[config.mk]
export PLATFORM = sky130hd
export DESIGN_NAME = fb_pixel_writer
export DESIGN_NICKNAME = d
export VERILOG_FILES = /design/src/rtl/fb_pixel_writer.sv
export SDC_FILE = /design/constraint.sdc
export NUM_CORES = 1
export LEC_CHECK = 0
export CAP_MARGIN = 20
export CELL_PAD_IN_SITES_DETAIL_PLACEMENT = 0
export CELL_PAD_IN_SITES_GLOBAL_PLACEMENT = 1
export CORE_MARGIN = 4
export CORE_UTILIZATION = 50
export DETAILED_ROUTE_END_ITERATION = 10
export PLACE_DENSITY = 0.87
export RECOVER_POWER = 50
export SLEW_MARGIN = 5
export SYNTH_ARGS = -nofsm -noshare
export SYNTH_HDL_FRONTEND = slang
export SYNTH_SLANG_ARGS = --single-unit
[constraint.sdc]
create_clock -name clk -period 5.9 [get_ports clk]
set_clock_uncertainty 0.2 [all_clocks]
set_input_delay 1.18 -clock clk [delete_from_list [all_inputs] [get_ports clk]]
set_output_delay 1.18 -clock clk [all_outputs]
set_load 0.1 [all_outputs]
[src/rtl/fb_pixel_writer.sv]
// Pixel writer: buffers accepted (x, y, colr) pixels in a small FIFO and
// issues them to the framebuffer as single-cycle-sustainable write requests.
// Latency: pixel accepted at edge N into an empty idle block -> fb_we high after edge N+1.
// Backpressure: oe drops when the FIFO holds DEPTH pixels; fb_we/addr/data hold until fb_ack.
//
// Ports:
//   clk, rst_n          clock (rising edge) and asynchronous active-low reset
//   drawing, x, y, colr pixel offer from a line/span iterator (taken when drawing && oe)
//   oe                  high when a pixel may be accepted this cycle
//   fb_we, fb_addr,     framebuffer write request; fb_ack completes it
//   fb_data, fb_ack
//   busy                pixels buffered or a write outstanding
//   clip_cnt            number of discarded off-screen pixels
//
// Optional feature macro FB_PIXEL_WRITER_CLIP_EN: when defined, off-screen
// pixels are consumed but not written, and counted in clip_cnt. When not
// defined, every pixel is written with its address truncated and clip_cnt is 0.

module fb_pixel_writer #(
    parameter int CORDW = 9,
    parameter int COLRW = 4,
    parameter int H_RES = 320,
    parameter int V_RES = 180,
    parameter int DEPTH = 4
) (
    input  logic                              clk,
    input  logic                              rst_n,
    input  logic                              drawing,
    input  logic [CORDW-1:0]                  x,
    input  logic [CORDW-1:0]                  y,
    input  logic [COLRW-1:0]                  colr,
    output logic                              oe,
    output logic                              fb_we,
    output logic [$clog2(H_RES*V_RES)-1:0]    fb_addr,
    output logic [COLRW-1:0]                  fb_data,
    input  logic                              fb_ack,
    output logic                              busy,
    output logic [15:0]                       clip_cnt
);

    localparam int ADDRW = $clog2(H_RES*V_RES);
    localparam int PTRW  = $clog2(DEPTH);
    localparam int CNTW  = PTRW + 1;

    typedef struct packed {
        logic [ADDRW-1:0] addr;
        logic [COLRW-1:0] colr;
    } pix_t;

    typedef enum logic {
        IDLE  = 1'b0,
        WRITE = 1'b1
    } state_t;

    pix_t            mem [DEPTH];
    logic [PTRW-1:0] wr_ptr;
    logic [PTRW-1:0] rd_ptr;
    logic [CNTW-1:0] count;
    state_t          state;

    logic            accept;
    logic            clip;
    logic            push;
    logic            pop;
    pix_t            in_pix;
    pix_t            head;

    // oe depends only on the registered count, so the iterator can use it
    // to decide what to present without a loop through drawing.
    assign oe     = (count < CNTW'(DEPTH));
    assign accept = drawing && oe;

`ifdef FB_PIXEL_WRITER_CLIP_EN
    assign clip = (32'(x) >= 32'(H_RES)) || (32'(y) >= 32'(V_RES));
`else
    assign clip = 1'b0;
`endif

    assign push = accept && !clip;

    // Arithmetic done directly at ADDRW bits: the modular result equals the
    // full-width y*H_RES + x truncated to ADDRW.
    assign in_pix.addr = ADDRW'(y) * ADDRW'(H_RES) + ADDRW'(x);
    assign in_pix.colr = colr;

    assign head = mem[rd_ptr];

    // Load a new write whenever the FIFO has a pixel and the write slot is
    // free: either nothing is in flight, or the current write is being acked.
    // Only the registered count is used, so a pixel pushed on this edge is
    // seen one edge later.
    assign pop = (count != '0) && ((state == IDLE) || fb_ack);

    assign busy = (count != '0) || (state == WRITE);

    // Pixel storage needs no reset; validity is tracked by the pointers and count.
    always_ff @(posedge clk) begin
        if (push) begin
            mem[wr_ptr] <= in_pix;
        end
    end

    always_ff @(posedge clk or negedge rst_n) begin
        if (!rst_n) begin
            wr_ptr  <= '0;
            rd_ptr  <= '0;
            count   <= '0;
            state   <= IDLE;
            fb_we   <= 1'b0;
            fb_addr <= '0;
            fb_data <= '0;
        end else begin
            if (push) begin
                wr_ptr <= wr_ptr + PTRW'(1);
            end
            if (pop) begin
                rd_ptr <= rd_ptr + PTRW'(1);
            end

            case ({push, pop})
                2'b10:   count <= count + CNTW'(1);
                2'b01:   count <= count - CNTW'(1);
                default: count <= count;
            endcase

            case (state)
                IDLE: begin
                    // fb_ack has no effect here; nothing is outstanding.
                    if (pop) begin
                        fb_we   <= 1'b1;
                        fb_addr <= head.addr;
                        fb_data <= head.colr;
                        state   <= WRITE;
                    end else begin
                        fb_we <= 1'b0;
                    end
                end
                WRITE: begin
                    if (fb_ack) begin
                        if (pop) begin
                            // back-to-back: next pixel replaces the acked one
                            fb_we   <= 1'b1;
                            fb_addr <= head.addr;
                            fb_data <= head.colr;
                        end else begin
                            fb_we <= 1'b0;
                            state <= IDLE;
                        end
                    end
                end
                default: begin
                    fb_we <= 1'b0;
                    state <= IDLE;
                end
            endcase
        end
    end

`ifdef FB_PIXEL_WRITER_CLIP_EN
    always_ff @(posedge clk or negedge rst_n) begin
        if (!rst_n) begin
            clip_cnt <= '0;
        end else if (accept && clip && (clip_cnt != 16'hFFFF)) begin
            clip_cnt <= clip_cnt + 16'd1;
        end
    end
`else
    assign clip_cnt = '0;
`endif

endmodule

==> flow_summary_export.csv <==
group,metric,value,unit
outcome,status,"complete, but fails checks",
outcome,failed_checks,"capacitance limit, slew limit",
cts,cts_inserted_buffers,9,
logic_synthesis,synth-async-reset-ratio,0.2661,
logic_synthesis,synthTopCellsByArea,"edfxtp_1, dfrtp_1, mux4_2",
logic_synthesis,ys_warn_count,0,
drt,wirelength,7.293,mm
cts,postCtsSetupRepairBufs,0,
timing,setup_viol,0,
critical_path,crit_type,"in2reg",
timing,max-slew-margin-rel,-0.1334,
worst_hold_path,min_path_type,"reg2reg",
cells_and_area,layout.nets,379,
grt,grt_overflow,0,
timing,tightestPinTransition,1.700,ns
logic_synthesis,ys_top_cells_by_count,"edfxtp_1, dfrtp_1, ha_1",
place,place_area,5343,um^2
drt,ant_nets,0,
cts,cts_sinks,109,
power_and_ir_drop,cellPowerDensity,532.4,nW/um^2
timing,rsz0062_at_grt,"false",
critical_path,path_max_fanout,23,
timing,finalHoldViolCount,0,
cts,clockRootBuffer,"clkbuf_8",
grt,grtUsageTotal,0.1400,
floorplanning,ios,65,
timing,fmax,248.3,MHz
grt,grt_pass1_vias,2329,
cts,ctsHoldBuffers,0,
place,portBuffers,48,
cts,clk_pin_slew,0.10,ns
cts,clockBufferDepth,2,
grt,grt_max_degree,30,
place,gp_congestion,0.7064,
logic_synthesis,synth_top_area_frac,0.5034,
cts,cts_tree,"yes",
place,place_inst,447,
logic_synthesis,synth_most_common_cell,"edfxtp_1",
logic_synthesis,syn_avg_cell_area,17.35,um^2
floorplanning,rows,35,
floorplanning,die_h,105.7,um
timing,fin_ws,1.872,ns
cts,h-tree-depth,3,
logic_synthesis,syn_inst,275,
logic_synthesis,synth_seq_area_share,0.6555,
drt,route.detailed.drc,0,
place,dp_hpwl,4.864,mm
cells_and_area,syn2layout_area_growth,16.05,%
timing,fin_crit_sh,0.6827,
timing,maxSlewViolCount,30,
floorplanning,fp.coreArea,9284,um^2
timing,fin_setup_tns,0,ns
drt,route.vias.total,2311,
logic_synthesis,ys_dominant_reg_cell,"edfxtp_1",
cells_and_area,finalInstanceArea,5538,um^2
timing,hold_ws,0.3043,ns
logic_synthesis,ys_types,35,
critical_path,required,6.00,ns
floorplanning,initial_core_util,0.5140,
drt,firstDrtPassIters,4,
cells_and_area,final_cells,463,
logic_synthesis,ys_ff_latch,109,
drt,viasPerCell,4.991,
drt,drtIter0Drc,83,
cells_and_area,n_antenna_cell,0,
logic_synthesis,synth_area,4772,um^2
floorplanning,die_area,11170,um^2
critical_path,cp.arrival,4.12,ns
logic_synthesis,synth-edff-count,80,
logic_synthesis,synth_top_area_cell,"edfxtp_1",
drt,wl_per_cell,15.75,um
critical_path,end_kind,"register",
power_and_ir_drop,totalPowerFinal,2.948,mW
run,cap_violations,1,
cells_and_area,final_core_util,0.5965,
power_and_ir_drop,peakVddDrop,0.0002520,V
power_and_ir_drop,cellLeakagePower,2.044,nW
cts,clk-insertion-delay-late,0.36,ns
floorplanning,fp.dieW,105.7,um
grt,grt_pass1_wl,11.80,mm
cells_and_area,drive_gt1_frac,0.1766,
critical_path,start_kind,"input port",
place,dp_slack,1.764,ns
timing,fin_crit,4.028,ns
cts,cts_resized,0,
grt,antenna_found_initial,0,
[sequential cells by signal, indices dropped and copies added (netlist names)]
name and count:
fb_data 4, mem 80, state 1, wr_ptr 2
fb_addr 16, rd_ptr 2, count 3, fb_we 1
[cell usage in the layout, fill, tap and decap left out, drive strengths merged]
cell type / instances
a211oi: 2
a21o: 1
a21oi: 4
and2: 4
and3b: 1
buf: 1
clkbuf: 16
clkdlybuf4s50: 31
clkinv: 1
conb: 16
dfrtp: 29
dlygate4sd3: 17
edfxtp: 80
fa: 3
ha: 21
inv: 15
mux2: 20
mux2i: 1
mux4: 20
nand2: 6
nand2b: 1
nand3: 1
nand4: 1
nor2: 10
nor2b: 2
nor3: 1
nor3b: 1
o2111ai: 2
o211ai: 1
o21a: 1
o21ai: 5
or4b: 1
xnor2: 12
xor2: 6
[final cells by class]
type                       count  area, um^2
clock inverter                 2       11.26
tap                          129       161.4
timing repair buffer          51       495.5
sequential                   109        3128
multi-input combinational    144        1494
inverter                      14       52.55
clock buffer                  14       195.2
fill                         711        3746
[cell families (layout without fill, tap and decap cells)]
logic type / Yosys count / in the layout / synth area share
xor+xnor: 18 / 18 / 0.03304
compound gates: 16 / 16 / 0.02334
fa+ha+maj: 24 / 24 / 0.06765
mux: 41 / 41 / 0.1437
buf+inv: 37 / 81 / 0.04326
other cells: 1 / 16 / 0.0007858
simple gates: 29 / 29 / 0.03277
flops: 109 / 109 / 0.6555
[critical path, cell delays in order]
cell	delay, ns
dlygate4sd3_1	0.53
inv_1	0.05
a21oi_1	0.13
clkbuf_1	1.05
ha_1	0.36
inv_1	0.06
fa_1	0.37
xor2_1	0.15
nor2_1	0.12
xnor2_1	0.12
[layer usage]
metal  vias up  global-route usage  wire [um]
met3         9             0.04470        363
met1      1152              0.1762       3135
met2        49              0.2332       3704
li1       1101                   -          -
met4         0             0.04163         90
met5         -                   0          0
[worst paths after layout]
path,cells past startpoint,slack [ns],startpoint,to
min in group asynchronous,2,1.59,rst_n,state
worst max-delay path,10,1.87,fb_ack,count[2]
worst min register to register,1,0.30,fb_we,fb_we
worst min-delay path,1,0.30,fb_we,fb_we
worst max register to register,9,2.77,count[0],count[2]
max in group asynchronous,2,2.93,rst_n,fb_addr[12]
[power by group]
| group | total [mW] | internal [mW] | switching (mW) |
|---|---|---|---|
| clock | 0.445 | 0.217 | 0.229 |
| sequential | 1.15 | 1.03 | 0.116 |
| combinational | 1.35 | 0.447 | 0.906 |
| total | 2.95 | 1.70 | 1.25 |
(Power assumes the default switching activity.)
